## config.mk

```make
export PLATFORM = sky130hd
export DESIGN_NAME = remote_cmd_seq
export DESIGN_NICKNAME = d
export VERILOG_FILES = /design/src/rtl/remote_cmd_seq_pkg.sv /design/src/rtl/remote_cmd_fifo.sv /design/src/rtl/remote_cmd_seq.sv
export SDC_FILE = /design/constraint.sdc
export NUM_CORES = 1
export LEC_CHECK = 0
export ABC_AREA = 1
export CAP_MARGIN = 10
export CELL_PAD_IN_SITES_DETAIL_PLACEMENT = 0
export CELL_PAD_IN_SITES_GLOBAL_PLACEMENT = 1
export CORE_MARGIN = 10
export CORE_UTILIZATION = 49
export CTS_CLUSTER_DIAMETER = 80
export DETAILED_ROUTE_END_ITERATION = 8
export PLACE_DENSITY = 0.87
export SLEW_MARGIN = 20
export SYNTH_ARGS = -nofsm -noshare
export SYNTH_HDL_FRONTEND = slang
export SYNTH_HIERARCHICAL = 1
export SYNTH_SLANG_ARGS = --single-unit
```

## constraint.sdc

```tcl
create_clock -name clk -period 5.88 [get_ports clk]
set_input_delay 1.764 -clock clk [delete_from_list [all_inputs] [get_ports clk]]
set_output_delay 1.764 -clock clk [all_outputs]
set_load 0.01 [all_outputs]
```

## src/rtl/remote_cmd_seq_pkg.sv

```systemverilog
// Shared types and constants for the RemoteComm command sequencer.
package remote_cmd_seq_pkg;

  typedef enum logic [2:0] {
    S_IDLE,
    S_POP,
    S_SEND,
    S_WAIT_SNT,
    S_WAIT_RESP
  } seq_state_t;

  typedef enum logic [1:0] {
    ERR_NONE    = 2'b00,
    ERR_NAK     = 2'b01,
    ERR_TIMEOUT = 2'b10,
    ERR_ABORT   = 2'b11
  } seq_err_t;

  localparam logic [15:0] CMD_CAL = 16'h0000;
  localparam logic [7:0]  POS_ACK = 8'hA5;

endpackage

```

## src/rtl/remote_cmd_fifo.sv

```systemverilog
// DEPTH x 16 synchronous command FIFO with flush; head is read straight from the storage flops.
module cmd_fifo #(
  parameter  int DEPTH = 8,
  localparam int AW    = $clog2(DEPTH)
) (
  input  logic          clk,
  input  logic          rst_n,
  input  logic          push,
  input  logic          pop,
  input  logic          flush,
  input  logic [15:0]   wr_data,
  output logic [15:0]   head,
  output logic          full,
  output logic          empty,
  output logic [AW:0]   count
);

  localparam logic [AW:0] FULL_COUNT = (AW + 1)'(DEPTH);

  logic [15:0]   mem_q [DEPTH];
  logic [AW-1:0] rd_ptr_q, rd_ptr_d;
  logic [AW-1:0] wr_ptr_q, wr_ptr_d;
  logic [AW:0]   count_q, count_d;
  logic          do_push, do_pop;

  assign full  = (count_q == FULL_COUNT);
  assign empty = (count_q == '0);
  assign count = count_q;
  assign head  = mem_q[rd_ptr_q];

  // NOTE: every signal written here gets a default first, so no path leaves it unassigned and no latch is inferred.
  always_comb begin
    rd_ptr_d = rd_ptr_q;
    wr_ptr_d = wr_ptr_q;
    count_d  = count_q;
    do_pop   = pop && !empty && !flush;
    // A pop in the same cycle frees the slot, so a full FIFO can still accept.
    do_push  = push && !flush && (!full || do_pop);
    if (flush) begin
      rd_ptr_d = '0;
      wr_ptr_d = '0;
      count_d  = '0;
    end else begin
      if (do_pop)  rd_ptr_d = rd_ptr_q + AW'(1);
      if (do_push) wr_ptr_d = wr_ptr_q + AW'(1);
      if (do_push && !do_pop)      count_d = count_q + (AW + 1)'(1);
      else if (do_pop && !do_push) count_d = count_q - (AW + 1)'(1);
    end
  end

  // NOTE: non-blocking assignments in clocked blocks so every flop samples pre-edge values.
  always_ff @(posedge clk or negedge rst_n) begin
    if (!rst_n) begin
      rd_ptr_q <= '0;
      wr_ptr_q <= '0;
      count_q  <= '0;
    end else begin
      rd_ptr_q <= rd_ptr_d;
      wr_ptr_q <= wr_ptr_d;
      count_q  <= count_d;
    end
  end

  // NOTE: storage is deliberately not reset; the pointers and count alone define which entries are valid.
  always_ff @(posedge clk) begin
    if (do_push) mem_q[wr_ptr_q] <= wr_data;
  end

endmodule

```

## src/rtl/remote_cmd_seq.sv

```systemverilog
// Queues 16-bit tour commands and issues them one at a time to RemoteComm, checking each acknowledge.
// Define REMOTE_CMD_SEQ_TIMEOUT_EN to build the response timeout counter and its error path.
module remote_cmd_seq
  import remote_cmd_seq_pkg::*;
#(
  parameter  int          DEPTH   = 8,
  parameter  int          TIMEOUT = 4_000_000,
  parameter  logic [7:0]  ACK     = POS_ACK,
  localparam int          CW      = $clog2(DEPTH) + 1
) (
  input  logic          clk,
  input  logic          rst_n,
  input  logic          wr_cmd,
  input  logic [15:0]   wr_data,
  output logic          full,
  output logic [CW-1:0] count,
  input  logic          start,
  input  logic          abort,
  output logic [15:0]   cmd,
  output logic          snd_cmd,
  input  logic          cmd_snt,
  input  logic          resp_rdy,
  input  logic [7:0]    resp,
  output logic          busy,
  output logic          done,
  output logic          err,
  output logic [1:0]    err_code,
  output logic [7:0]    acked
);

  seq_state_t  state_q, state_d;
  seq_err_t    err_code_q, err_code_d;
  logic [15:0] cmd_q, cmd_d;
  logic        snd_cmd_q, snd_cmd_d;
  logic        done_q, done_d;
  logic        err_q, err_d;
  logic [7:0]  acked_q, acked_d;

  logic        fifo_pop, fifo_flush, fifo_empty;
  logic [15:0] fifo_head;
  logic        timer_expired;

  cmd_fifo #(.DEPTH(DEPTH)) u_fifo (
    .clk     (clk),
    .rst_n   (rst_n),
    .push    (wr_cmd),
    .pop     (fifo_pop),
    .flush   (fifo_flush),
    .wr_data (wr_data),
    .head    (fifo_head),
    .full    (full),
    .empty   (fifo_empty),
    .count   (count)
  );

`ifdef REMOTE_CMD_SEQ_TIMEOUT_EN
  localparam int            TW         = $clog2(TIMEOUT + 1);
  localparam logic [TW-1:0] TIMER_LAST = TW'(TIMEOUT - 1);

  logic [TW-1:0] timer_q, timer_d;

  // Zeroed on the way into SEND so the count equals cycles elapsed since snd_cmd.
  always_comb begin
    timer_d = timer_q;
    unique case (state_q)
      S_POP:                           timer_d = '0;
      S_SEND, S_WAIT_SNT, S_WAIT_RESP: if (timer_q != TIMER_LAST) timer_d = timer_q + TW'(1);
      default: ;
    endcase
  end

  always_ff @(posedge clk or negedge rst_n) begin
    if (!rst_n) timer_q <= '0;
    else        timer_q <= timer_d;
  end

  assign timer_expired = (timer_q == TIMER_LAST);
`else
  assign timer_expired = 1'b0;
`endif

  always_comb begin
    state_d    = state_q;
    cmd_d      = cmd_q;
    done_d     = 1'b0;
    err_d      = err_q;
    err_code_d = err_code_q;
    acked_d    = acked_q;
    fifo_pop   = 1'b0;
    fifo_flush = 1'b0;

    unique case (state_q)
      S_IDLE: if (start) begin
        if (!fifo_empty) begin
          state_d    = S_POP;
          err_d      = 1'b0;
          err_code_d = ERR_NONE;
          acked_d    = '0;
        end else begin
          done_d = 1'b1;
        end
      end
      S_POP: begin
        fifo_pop = 1'b1;
        cmd_d    = fifo_head;
        state_d  = S_SEND;
      end
      S_SEND:     state_d = S_WAIT_SNT;
      S_WAIT_SNT: if (cmd_snt) state_d = S_WAIT_RESP;
      S_WAIT_RESP: if (resp_rdy) begin
        if (resp == ACK) begin
          if (acked_q != 8'hFF) acked_d = acked_q + 8'd1;
          if (!fifo_empty) begin
            state_d = S_POP;
          end else begin
            done_d  = 1'b1;
            state_d = S_IDLE;
          end
        end else begin
          err_d      = 1'b1;
          err_code_d = ERR_NAK;
          fifo_flush = 1'b1;
          state_d    = S_IDLE;
        end
      end
      default: state_d = S_IDLE;
    endcase

    // A response arriving in the expiry cycle takes precedence over the timeout.
    if (timer_expired && (state_q == S_WAIT_SNT || (state_q == S_WAIT_RESP && !resp_rdy))) begin
      err_d      = 1'b1;
      err_code_d = ERR_TIMEOUT;
      fifo_flush = 1'b1;
      state_d    = S_IDLE;
    end

    // Abort overrides everything and leaves the queue and cmd untouched for a later restart.
    if (abort && state_q != S_IDLE) begin
      state_d    = S_IDLE;
      cmd_d      = cmd_q;
      done_d     = 1'b0;
      err_d      = 1'b1;
      err_code_d = ERR_ABORT;
      acked_d    = acked_q;
      fifo_pop   = 1'b0;
      fifo_flush = 1'b0;
    end

    snd_cmd_d = (state_d == S_SEND);
  end

  always_ff @(posedge clk or negedge rst_n) begin
    if (!rst_n) begin
      state_q    <= S_IDLE;
      cmd_q      <= CMD_CAL;
      snd_cmd_q  <= 1'b0;
      done_q     <= 1'b0;
      err_q      <= 1'b0;
      err_code_q <= ERR_NONE;
      acked_q    <= '0;
    end else begin
      state_q    <= state_d;
      cmd_q      <= cmd_d;
      snd_cmd_q  <= snd_cmd_d;
      done_q     <= done_d;
      err_q      <= err_d;
      err_code_q <= err_code_d;
      acked_q    <= acked_d;
    end
  end

  assign cmd      = cmd_q;
  assign snd_cmd  = snd_cmd_q;
  assign busy     = (state_q != S_IDLE);
  assign done     = done_q;
  assign err      = err_q;
  assign err_code = err_code_q;
  assign acked    = acked_q;

endmodule

```

==> run metrics <==
outcome finished, final reports clean; CP delay by family, top simple AND/OR/NAND/NOR gates; CP Depth 14; Post-route DRC 0; Slew HR 39.2%; Worst setup SP type input pin; Synth Warn # 6; CTS Buffer Depth 2; path depth of the worst reg2reg path 15; sequential fraction of design power 38.8%; TritonCTS buffer count 17; P_sw 1560 uW; die outline area 20100 sq um; fin crit share 66.3%; number of vias per cell 5.42; Int Pwr 2710 uW; commonest non-fill, non-tap cells in the layout nand2_1 (159), edfxtp_1 (128), nor2_1 (97); Avg Cell Area, Syn 11.2 sq um; max-cap viol count 0; Clock Skew 0.0103 ns; Crit path arrival time 4.24 ns; Max VDD drop 0.280 mV; Routed WL 15700 um; final hold violations 0; HPWL after DPL 10100 um; commonest non-fill, non-tap cell in the layout nand2_1; final setup vio count 0; share of cells above drive strength 1 10.9%; starting DRC count in detailed routing 369; cell area after layout 8730 sq um; GRT Residual Overflow 0; CP max-delay cell clkdlybuf4s50_1; Slew Viols, Final 0; Clk pin slew, worst setup/hold paths 0.07 ns; Starting Density 50.1%; Setup TNS Final 0 ns; clk root buf clkbuf_16; CTS hold repair buffers 0; num ports 66; CORE AREA 14500 sq um; Clock power frac 27.0%; IO Port Bufs 65; n_diodes 0; Syn Std Cell Area 7280 sq um; Worst path max stage delay 0.50 ns; crit-path max FO 18; WHS Path Cells 2; initial antenna violation count 0; largest net degree at the start of global routing 67; sequential area share after synthesis 66.9%; Required @ worst endpoint 6.22 ns; slew at the pin closest to its max-slew limit 0.910 ns; fin util 60.1%; pre-CTS setup slack 1.54 ns; LEAKAGE 0.00344 uW; Vias 4982; routed len/inst 17.1 um; Die Height 142 um; first-pass GRT wire length 25100 um; DRT antenna net count 0; cts repair resizes 0; worst skew pair latency 0.42 ns; Worst setup EP type flip-flop; CP cell instances clkdlybuf4s50_1 > nand2_4 > nand4_4 > inv_4 > nand2_4 > nand3_4 > ha_1 > a21oi_1 > nand2_1 > nand2_1 > nand2_1 > nand2_1 > nand2_1 > o21ai_1; Std-Cell Rows 44; Power Dens Cells 489 nW/um^2; placed inst area 8100 sq um; GRT Overall Usage 15.8%; Routability Congestion 0.791; vias in the first global route 4931; Sw Share 36.4%; Synth Net Count 688; Synth Instances 651; CTS Sinks 169; H-tree depth 4; synth unique cells 38; min Tclk post-route 3.90 ns; final worst setup slack 1.98 ns; DRT Pass-1 Iters 5; Logic pwr share 34.2%; WS Path Type in2reg; HP Class reg2reg; Bufs and invs on worst path 2; postcts setup bufs 0; CTS tree built; Die X 142 um; Area Overhead vs Synth 19.9%; synthesized flop and latch total 169; RSZ-0062 raised after global routing false; f_max 257 MHz; Final nets 760; cell mode on critical path nand2_1
==> power by group through the flow <==
stage | sequential, uW | combinational [uW] | clock (uW)
2_1_floorplan | 1670 | 985 | 0
3_3_place_gp | 1670 | 1420 | 0
3_5_place_dp | 1680 | 1460 | 0
4_1_cts | 1660 | 1470 | 1180
5_1_grt | 1670 | 1640 | 1230
6_report | 1650 | 1460 | 1150
==> final timing paths <==
path,start,end,slack (ns)
max,abort,u_fifo/count[3]$_DFFE_PN0P_,1.98
min,err_code[1]$_DFFE_PN0P_,err_code[1]$_DFFE_PN0P_,0.48
max reg2reg,state_q[1]$_DFF_PN0_,u_fifo/count[3]$_DFFE_PN0P_,3.05
min reg2reg,err_code[1]$_DFFE_PN0P_,err_code[1]$_DFFE_PN0P_,0.48
max in group asynchronous,rst_n,u_fifo/rd_ptr_q[0]$_DFFE_PN0P_,3.79
min in group asynchronous,rst_n,u_fifo/count[3]$_DFFE_PN0P_,1.47
==> cells in the mapped netlist (all sizes together) <==
cell / instances / area [sq um]
a31oi: 1 / 6.26
nor3: 2 / 10.0
dfrtp: 41 / 1030
nor3b: 1 / 7.51
edfxtp: 128 / 3840
clkbuf: 8 / 32.5
o21bai: 1 / 7.51
nand4: 5 / 52.6
o32ai: 16 / 140
a21oi: 5 / 25.0
inv: 38 / 145
mux2i: 16 / 160
nand2: 174 / 706
o22ai: 17 / 106
ha: 5 / 62.6
xnor2: 2 / 17.5
fa: 1 / 20.0
buf: 17 / 125
xor2: 3 / 26.3
clkinv: 1 / 3.75
nand3: 27 / 153
nor2: 101 / 399
o21ai: 41 / 205
==> sequential cells by signal (all words and copies together) (netlist names) <==
register and count:
u_fifo/mem_q 128, cmd 16, acked 8, u_fifo/count 4, state_q 3, u_fifo/rd_ptr_q 3
u_fifo/wr_ptr_q 3, done 1, err 1, err_code 1, snd_cmd 1
==> area by class of cell <==
cell class / instances / area, sq um
Fill cell: 1178 / 5800
Sequential cell: 169 / 4870
Multi-Input combinational cell: 418 / 2100
Timing Repair Buffer: 78 / 743
Clock buffer: 17 / 425
Tap cell: 184 / 230
Clock inverter: 15 / 208
Inverter: 39 / 149
==> worst reg2reg max path, delay by kind of cell (launching register included) <==
family                   cells  cell delay [ns]
AO/OA/AOI/OAI                2             0.41
adder cells (fa/ha/maj)      1             0.27
buffers and inverters        1             0.15
flip-flops                   1             0.44
AND/OR/NAND/NOR             11             1.50
==> metal layers <==
layer  vias up  track usage [%]  part of all wire (%)
li1       2393                -                     -
met1      2428             20.1                    44
met2       138             25.5                    47
met3        23             4.14                   6.3
met4         0             5.49                   2.1
met5         -                0                     0
==> through the flow <==
stage | cells | hold WS (ns) | power (uW)
2_1_floorplan | 651 | 0.506 | 2650
3_3_place_gp | 888 | 0.462 | 3090
3_5_place_dp | 888 | 0.467 | 3140
4_1_cts | 920 | 0.485 | 4310
5_1_grt | 920 | 0.515 | 4540
6_report | 920 | 0.480 | 4270
==> cells by family after synthesis <==
logic type / after synthesis / synth area share, %
adder cells (fa/ha/maj): 6 / 1.13
XOR/XNOR: 5 / 0.602
AND/OR/NAND/NOR: 310 / 18.2
flip-flops: 169 / 66.9
multiplexers: 16 / 2.20
buffers and inverters: 64 / 4.21
AO/OA/AOI/OAI: 81 / 6.74
(Power assumes the default switching activity.)
